--- config.mk ---
export PLATFORM = sky130hd
export DESIGN_NAME = wb_cmd_master
export DESIGN_NICKNAME = d
export VERILOG_FILES = /design/src/rtl/wb_cmd_master_pkg.sv /design/src/rtl/wb_timeout_cnt.sv /design/src/rtl/wb_cmd_master.sv
export SDC_FILE = /design/constraint.sdc
export NUM_CORES = 1
export LEC_CHECK = 0
export BUFFER_PORTS_ARGS = -buffer_cell sky130_fd_sc_hd__buf_4
export CAP_MARGIN = 20
export CORE_ASPECT_RATIO = 1.5
export CORE_UTILIZATION = 43
export CTS_CLUSTER_SIZE = 25
export DETAILED_ROUTE_END_ITERATION = 8
export PLACE_DENSITY_LB_ADDON = 0.15
export SLEW_MARGIN = 20
export SYNTH_ARGS = -nofsm -noshare
export SYNTH_HDL_FRONTEND = slang
export SYNTH_SLANG_ARGS = --single-unit
--- constraint.sdc ---
create_clock -name clk -period 1.55 [get_ports clk]
set_input_delay 0.2325 -clock clk [delete_from_list [all_inputs] [get_ports clk]]
set_output_delay 0.2325 -clock clk [all_outputs]
set_load 0.01 [all_outputs]
--- src/rtl/wb_cmd_master_pkg.sv ---
// rtl/wb_cmd_master_pkg.sv - shared types and defaults for the Wishbone command master
package wb_cmd_master_pkg;

  localparam int DEF_ADR_W   = 3;
  localparam int DEF_DAT_W   = 8;
  localparam int DEF_TIMEOUT = 16;

  typedef enum logic [1:0] {
    IDLE = 2'd0,
    BUS  = 2'd1,
    RESP = 2'd2
  } state_t;

  typedef struct packed {
    logic                 we;
    logic [DEF_ADR_W-1:0] adr;
    logic [DEF_DAT_W-1:0] dat;
  } cmd_t;

  typedef struct packed {
    logic [DEF_DAT_W-1:0] dat;
    logic                 err;
  } rsp_t;

  // Counter must hold TIMEOUT itself so it can saturate one past the last bus cycle.
  function automatic int cnt_width(input int timeout);
    return $clog2(timeout + 1);
  endfunction

endpackage

--- src/rtl/wb_timeout_cnt.sv ---
// rtl/wb_timeout_cnt.sv - saturating bus-cycle counter with an expiry flag
module wb_timeout_cnt
  import wb_cmd_master_pkg::*;
#(
  parameter int TIMEOUT = DEF_TIMEOUT,
  localparam int CNT_W  = cnt_width(TIMEOUT)
) (
  input  logic             clk,
  input  logic             rst,
  input  logic             clear_i,
  input  logic             enable_i,
  output logic             expired_o,
  output logic [CNT_W-1:0] count_o
);

  localparam logic [CNT_W-1:0] LAST = CNT_W'(TIMEOUT - 1);
  localparam logic [CNT_W-1:0] SAT  = CNT_W'(TIMEOUT);

  logic [CNT_W-1:0] count_q, count_d;

  always_comb begin
    count_d = count_q;
    if (clear_i) begin
      count_d = '0;
    end else if (enable_i && (count_q != SAT)) begin
      count_d = count_q + CNT_W'(1);
    end
  end

  always_ff @(posedge clk or negedge rst) begin
    if (!rst) begin
      count_q <= '0;
    end else begin
      count_q <= count_d;
    end
  end

  assign expired_o = (count_q >= LAST);
  assign count_o   = count_q;

endmodule

--- src/rtl/wb_cmd_master.sv ---
// rtl/wb_cmd_master.sv - Wishbone classic single-access initiator driven by a command/response stream
module wb_cmd_master
  import wb_cmd_master_pkg::*;
#(
  parameter int ADR_W   = DEF_ADR_W,
  parameter int DAT_W   = DEF_DAT_W,
  parameter int TIMEOUT = DEF_TIMEOUT
) (
  input  logic             clk,
  input  logic             rst,
  input  logic             cmd_valid,
  output logic             cmd_ready,
  input  logic             cmd_we,
  input  logic [ADR_W-1:0] cmd_adr,
  input  logic [DAT_W-1:0] cmd_dat,
  output logic             rsp_valid,
  input  logic             rsp_ready,
  output logic [DAT_W-1:0] rsp_dat,
  output logic             rsp_err,
  output logic [ADR_W-1:0] wbm_adr_o,
  output logic [DAT_W-1:0] wbm_dat_o,
  input  logic [DAT_W-1:0] wbm_dat_i,
  output logic             wbm_we_o,
  output logic             wbm_stb_o,
  output logic             wbm_cyc_o,
  input  logic             wbm_ack_i
);

  localparam int CNT_W = cnt_width(TIMEOUT);

  localparam logic [1:0] ST_IDLE = IDLE;
  localparam logic [1:0] ST_BUS  = BUS;
  localparam logic [1:0] ST_RESP = RESP;

  logic [1:0]       state_q, state_d;
  logic             cmd_ready_q;
  logic             rsp_valid_q;
  logic [DAT_W-1:0] rsp_dat_q;
  logic             rsp_err_q;
  logic [ADR_W-1:0] adr_q;
  logic [DAT_W-1:0] dat_q;
  logic             we_q;
  logic             cyc_q;

  logic             cmd_fire, rsp_fire, bus_ack, bus_timeout;
  logic             tmo_expired, tmo_last;
  logic [CNT_W-1:0] tmo_count;

  wb_timeout_cnt #(
    .TIMEOUT (TIMEOUT)
  ) u_timeout_cnt (
    .clk       (clk),
    .rst       (rst),
    .clear_i   (rsp_fire),
    .enable_i  (state_q == ST_BUS),
    .expired_o (tmo_expired),
    .count_o   (tmo_count)
  );

  // Fire the timeout only on the limit cycle itself, never from a saturated count.
  assign tmo_last    = tmo_expired && (tmo_count <= CNT_W'(TIMEOUT - 1));

  assign cmd_fire    = (state_q == ST_IDLE) && cmd_valid && cmd_ready_q;
  assign rsp_fire    = (state_q == ST_RESP) && rsp_ready;
  assign bus_ack     = (state_q == ST_BUS) && wbm_ack_i;
  assign bus_timeout = (state_q == ST_BUS) && !wbm_ack_i && tmo_last;

  always_comb begin
    state_d = state_q;
    case (state_q)
      ST_IDLE: if (cmd_fire)               state_d = ST_BUS;
      ST_BUS:  if (bus_ack || bus_timeout) state_d = ST_RESP;
      ST_RESP: if (rsp_fire)               state_d = ST_IDLE;
      default:                             state_d = ST_IDLE;
    endcase
  end

  // cmd_ready follows the next state so it drops on the very edge that accepts.
  always_ff @(posedge clk or negedge rst) begin
    if (!rst) begin
      state_q     <= ST_IDLE;
      cmd_ready_q <= 1'b0;
      rsp_valid_q <= 1'b0;
      rsp_dat_q   <= '0;
      rsp_err_q   <= 1'b0;
      adr_q       <= '0;
      dat_q       <= '0;
      we_q        <= 1'b0;
      cyc_q       <= 1'b0;
    end else begin
      state_q     <= state_d;
      cmd_ready_q <= (state_d == ST_IDLE);
      case (state_q)
        ST_IDLE: begin
          if (cmd_fire) begin
            adr_q <= cmd_adr;
            dat_q <= cmd_dat;
            we_q  <= cmd_we;
            cyc_q <= 1'b1;
          end
        end
        ST_BUS: begin
          if (bus_ack) begin
            cyc_q       <= 1'b0;
            rsp_dat_q   <= we_q ? '0 : wbm_dat_i;
            rsp_err_q   <= 1'b0;
            rsp_valid_q <= 1'b1;
          end else if (bus_timeout) begin
            cyc_q       <= 1'b0;
            rsp_dat_q   <= '0;
            rsp_err_q   <= 1'b1;
            rsp_valid_q <= 1'b1;
          end
        end
        ST_RESP: begin
          if (rsp_fire) begin
            rsp_valid_q <= 1'b0;
          end
        end
        default: ;
      endcase
    end
  end

  assign cmd_ready = cmd_ready_q;
  assign rsp_valid = rsp_valid_q;
  assign rsp_dat   = rsp_dat_q;
  assign rsp_err   = rsp_err_q;
  assign wbm_adr_o = adr_q;
  assign wbm_dat_o = dat_q;
  assign wbm_we_o  = we_q;
  assign wbm_cyc_o = cyc_q;
  assign wbm_stb_o = cyc_q;

endmodule

; ---- Yosys cells after proc, flatten, opt, wreduce, memory -nomap -nowiden
; Index checks and enable logic that the tools add are counted.
[word_totals]
reg_bits = 31
in_bits = 25
wordCells = 57
out_inout_bits = 25
[classes]
addsub = 1
n_lt_le_gt_ge = 2
reduce_logical = 20
muxes = 18
n_eq_ne = 6
[ops]
columns = cell, count
row1 = $mux W8, 3
row2 = $mux W5, 2
row3 = $logic_and A1 B1 Y1, 8
row4 = $reduce_bool A2 Y1, 4
row5 = $mux W1, 7
row6 = $mux W2, 3
row7 = $pmux W2 S3, 1
row8 = $reduce_and A3 Y1, 2
row9 = $add A5 B1 Y5 const B, 1
row10 = $ge A5 B4 Y1 const B, 1
row11 = $le A5 B4 Y1 const B, 1
row12 = $ne A5 B5 Y1 const B, 1
row13 = $logic_not A2 Y1, 2
row14 = $ne A2 B2 Y1 const B, 2
row15 = $pmux W1 S2, 2
row16 = $reduce_and A2 Y1, 2
row17 = $ne A3 B3 Y1 const B, 1
row18 = $eq A2 B1 Y1 const B, 1
row19 = $eq A2 B2 Y1 const B, 1
row20 = $logic_not A1 Y1, 1
row21 = $logic_or A1 B1 Y1, 1

; ---- Logic depth before layout (Yosys ltp)
[logic_depth]
word_depth = 7
mapped_depth = 6
ltp_nobuf = 5

; ---- Hierarchy
; A second synthesis with hierarchy kept.
[unflattened]
hier_cells = 103
area_unflattened_um2 = 1332.5
[modules_own_cells]
columns = module, area_per_inst_um2, cells_each, seq_area_each_um2, n_inst
row1 = wb_cmd_master, 1026.0, 70, 650.6, 1
row2 = wb_timeout_cnt, 306.5, 33, 125.1, 1

; ---- Least setup slack after synthesis
; Ideal clock, no wire load.
[synth_path]
path_type = reg2reg
start = reg u_timeout_cnt.count_q[0], in the netlist u_timeout_cnt.count_o[0]
end = reg state_q[1]
slack_ps = 81
path_stages_with_launch = 7
period_less_slack_ps = 1469
required_time_ps = 1424
arrival_ps = 1342
path_buffers = 1
setup_time_ps = 126
cell_sequence = dfrtp_1 ha_1 and3_1 ha_1 o21ai_2 buf_6 o21ai_0
[synth_between]
elab_chain_cells = 6
elab_cells_between_ends = 7
classes_between = order compare (2) / mux (2) / reduce/logical (3)
[synth_lines]
columns = item, line
row1 = start: declaration, wb_timeout_cnt.sv:19  ; logic [CNT_W-1:0] count_q, count_d;
row2 = start signal: assignment, wb_timeout_cnt.sv:34  ; count_q <= count_d;
row3 = $ge A5 B4 Y1 / $le A5 B4 Y1 (equally long branches), "wb_timeout_cnt.sv:38, wb_cmd_master.sv:61"
row4 = $logic_and A1 B1 Y1 *, wb_cmd_master.sv:61  ; assign tmo_last = tmo_expired && (tmo_count <= CNT_W'(TIMEOUT - 1));
row5 = $logic_and A1 B1 Y1 *, wb_cmd_master.sv:66  ; assign bus_timeout = (state_q == ST_BUS) && !wbm_ack_i && tmo_last;
row6 = $logic_or A1 B1 Y1 *, wb_cmd_master.sv:72  ; ST_BUS: if (bus_ack || bus_timeout) state_d = ST_RESP;
row7 = $mux W2 *, wb_cmd_master.sv:72
row8 = $pmux W2 S3 *, wb_cmd_master.sv:70  ; case (state_q)
row9 = named net state_d[1], wb_cmd_master.sv:35  ; logic [1:0] state_q, state_d;
row10 = end signal: assignment, wb_cmd_master.sv:91  ; state_q <= state_d;
row11 = end: declaration, wb_cmd_master.sv:35
; Mark *: on every way through the listed nets, which the timed path passes. The rest lies on a longest branch.
; A chain may end at the register's enable or synchronous reset.

; ---- Worst setup path after layout
[layout_path]
start = reg u_timeout_cnt.count_q[1], in the netlist u_timeout_cnt.count_o[1]
end = reg rsp_dat_q[5], in the netlist rsp_dat[5]
[layout_between]
elab_chain_cells = 5
elab_cells_between_ends = 6
classes_between = order compare (2) / reduce/logical (4)
[layout_lines]
columns = item, line
row1 = $ge A5 B4 Y1 / $le A5 B4 Y1 (equally long branches), "wb_timeout_cnt.sv:38, wb_cmd_master.sv:61"
row2 = $logic_and A1 B1 Y1 *, wb_cmd_master.sv:61
row3 = $logic_and A1 B1 Y1 *, wb_cmd_master.sv:66
row4 = $reduce_bool A2 Y1 (no line) *, --
row5 = $reduce_and A2 Y1 (no line) *, --
row6 = end signal: assignment, wb_cmd_master.sv:105  ; rsp_dat_q <= we_q ? '0 : wbm_dat_i;
row7 = end: declaration, wb_cmd_master.sv:38  ; logic [DAT_W-1:0] rsp_dat_q;
; Every way passes the cells marked *; elsewhere a longest branch is shown, timed or not.

==> metrics.md <==
| Metric | Value |
|---|---|
| Number of global-route vias before repair | `1,040` |
| Final nets | `184` |
| Reg-to-Reg Start | `u_timeout_cnt.count_o[1]` |
| FF-to-FF path depth | `6` |
| First-pass GRT wire length | `4480 um` |
| Crit path kind | `reg -> reg` |
| Post-layout min period | `1.51 ns` |
| Sequential area share after synthesis | `60.0%` |
| CP arrival | `1.73 ns` |
| Clock tree root buffer cell | `clkbuf_8` |
| GRT Overall Usage | `19.6%` |
| Leakage power | `0.949 nW` |
| PD cells | `2010 nW/um^2` |
| # DRC | `0` |
| Setup-failing EPs final | `0` |
| Syn_nets | `125` |
| Hold Crit Start | `wbm_ack_i` |
| DP HPWL | `2040 um` |
| Drt initial violations | `10` |
| DRT Pass-1 Iters | `3` |
| Dpl cell area | `1730 sq um` |
| Status | `finished clean` |
| Synthesis Warnings | `0` |
| Post-Layout Cell Count | `196` |
| Max Clock Freq | `660 MHz` |
| Critical Path Stages | `6` |
| Unique masters post-synth | `25` |
| RSZ-0062 raised after global routing | `false` |
| TritonCTS clock tree | `built` |
| Synthesized instance count | `97` |
| Clk sinks | `31` |
| Number of max-cap violations | `0` |
| Max Slew Vio Count | `0` |
| Measured slew at the worst slew-check pin | `0.396 ns` |
| Hold Violations, Final | `0` |
| Worst EP required | `1.77 ns` |
| Routed len/inst | `14.4 um` |
| CP startpoint kind | `register` |
| Final Instance Area | `1900 sq um` |
| Worst Hold Slack | `0.159 ns` |
| Die width | `46.8 um` |
| Hold Path Stages | `2` |
| Routed vias/inst | `4.97` |
| Total CTS buffers | `5` |
| Worst hold path type | `in -> reg` |
| Die height | `69.2 um` |
| Layout cells sized above 1 | `51.0%` |
| Critical Path Fanout Max | `6` |
| Crit-path cells | `ha_2 -> and3_4 -> ha_4 -> o21ai_4 -> clkbuf_16 -> a22o_1` |
| Synth Register Bits | `31` |
| Tot Pwr | `3.82 mW` |
| Routed Antenna Nets | `0` |
| IO Count | `50` |
| Worst-Skew Late Latency | `0.27 ns` |
| Family with the most delay on the worst path | `flip-flops` |
| Cell Area, Synth | `1290 sq um` |
| Peak supply drop | `1.41 mV` |
| Global placer's final weighted congestion | `0.730` |
| Slowest cell on crit path | `dfrtp_1` |
| Detailed-route via count | `974` |
| DP Cell Count | `185` |
| CORE AREA | `2880 sq um` |
| Worst-path clk slew | `0.06 ns` |
| Worst Path Buf+Inv | `1` |
| Clk_skew | `0.00276 ns` |
| Area grow syn2layout | `47.0%` |
| Initial antenna violation count | `0` |
| Crit-path max cell delay | `0.39 ns` |
| Syn_area_per_cell | `13.3 sq um` |
| Largest net degree at the start of global routing | `32` |
| Relative slew slack | `73.6%` |
| FP Rows | `24` |
| Htree depth | `2` |
| CP endpoint kind | `register` |
| Crit share post-route | `97.7%` |
| Antenna cell count | `0` |
| Initial core utilization | `44.9%` |
| IO Port Bufs | `49` |
| Final wirelength | `2830 um` |
| Die ar. | `3240 sq um` |
| Setup TNS | `0 ns` |
| Total grt overflow | `0` |
| Longest Clk Path Bufs | `2` |
| Critical path origin | `u_timeout_cnt.count_o[1]` |
==> metal layers <==
layer | GRT usage [%] | part of all wire [%]
met5 | 0 | 0
met4 | 11.4 | 3.1
met3 | 5.21 | 4.2
met2 | 33.3 | 55
met1 | 20.1 | 38
==> cell usage after synthesis, drive strengths merged <==
library cell	number	area share [%]
mux2	12	10
a31oi	1	0.48
a21o	2	1.2
dfrtp	31	60
nand2b	1	0.48
a311oi	1	0.68
nor3	2	1.6
mux2i	3	2.3
buf	5	3.2
o21a	1	0.58
ha	3	2.9
a21oi	3	1.2
a211oi	1	0.58
and3b	1	0.68
a22o	8	5.4
nor2b	1	0.48
inv	6	1.7
o21ai	3	1.5
nor2	1	0.29
and3	3	1.5
nand3b	2	1.2
nand2	6	1.7
==> report_power, final <==
part,internal (mW),switching (mW)
Combinational,0.990,0.692
Clock,0.405,0.281
Sequential,1.19,0.263
==> registers in the layout (all words and copies together) (netlist names) <==
| register | flops |
|---|---|
| state_q | 2 |
| wbm_we_o | 1 |
| u_timeout_cnt.count_o | 5 |
| wbm_adr_o | 3 |
| rsp_dat | 8 |
| rsp_valid | 1 |
| rsp_err | 1 |
| wbm_cyc_o | 1 |
| wbm_dat_o | 8 |
| cmd_ready | 1 |
==> final timing paths <==
path	end	slack, ns
max in group asynchronous	wbm_dat_o[5]	0.83
setup / recovery	rsp_dat[5]	0.04
hold / removal	rsp_err	0.16
hold reg to reg	rsp_valid	0.50
setup reg to reg	rsp_dat[5]	0.04
min in group asynchronous	u_timeout_cnt.count_o[3]	0.43
==> cells by family after synthesis <==
kind of cell | count (synthesis) | share of synthesized area (%)
and+or+nand+nor | 17 | 7.93
DFF | 31 | 60.0
buffers and inverters | 11 | 4.93
muxes | 15 | 12.8
adders and majority gates | 3 | 2.90
AOI/OAI and AO/OA | 20 | 11.5
==> per-stage QoR <==
| stage | utilization [%] | worst slack [ns] |
|---|---|---|
| after global placement | 60.1 | 0.0680 |
| after floorplan | - | 0.0812 |
| after detailed placement | 60.1 | 0.00852 |
| final | 66.0 | 0.0351 |
| after global routing | 66.0 | 0.000381 |
| after CTS | 64.1 | 0.0126 |
==> cell type report <==
type                    instances  area [sq um]
fillers                       246           981
flip-flops and latches         31           776
multi-input cells              55           482
repair buffers                 57           473
clock buffers                   8           100
well taps                      39          48.8
inverters                       6          22.5
==> repair_timing <==
action / 4_1_cts / 5_1_grt
gates cloned: 0 / 1
gates resized for setup: 0 / 5
hold endpoints to repair: 31 / 0
setup endpoints to repair: 5 / 9
hold buffers: 1 / 0
setup buffers: 1 / 0
pin swaps: 0 / 3
==> layout by cell type (no fill, tap or decap), drive strengths merged <==
master and instances:
buf 55, dfrtp 31, mux2 12, clkbuf 9, a22o 8, inv 6
nand2 6, mux2i 3, a21oi 3, o21ai 3, and3 3, ha 3
a21o 2, nand3b 2, nor3 2, nand2b 1, nor2b 1, nor2 1
a31oi 1, a311oi 1, o21a 1, a211oi 1, and3b 1, dlygate4sd3 1
Note: power is estimated with default switching activity, not from simulation.
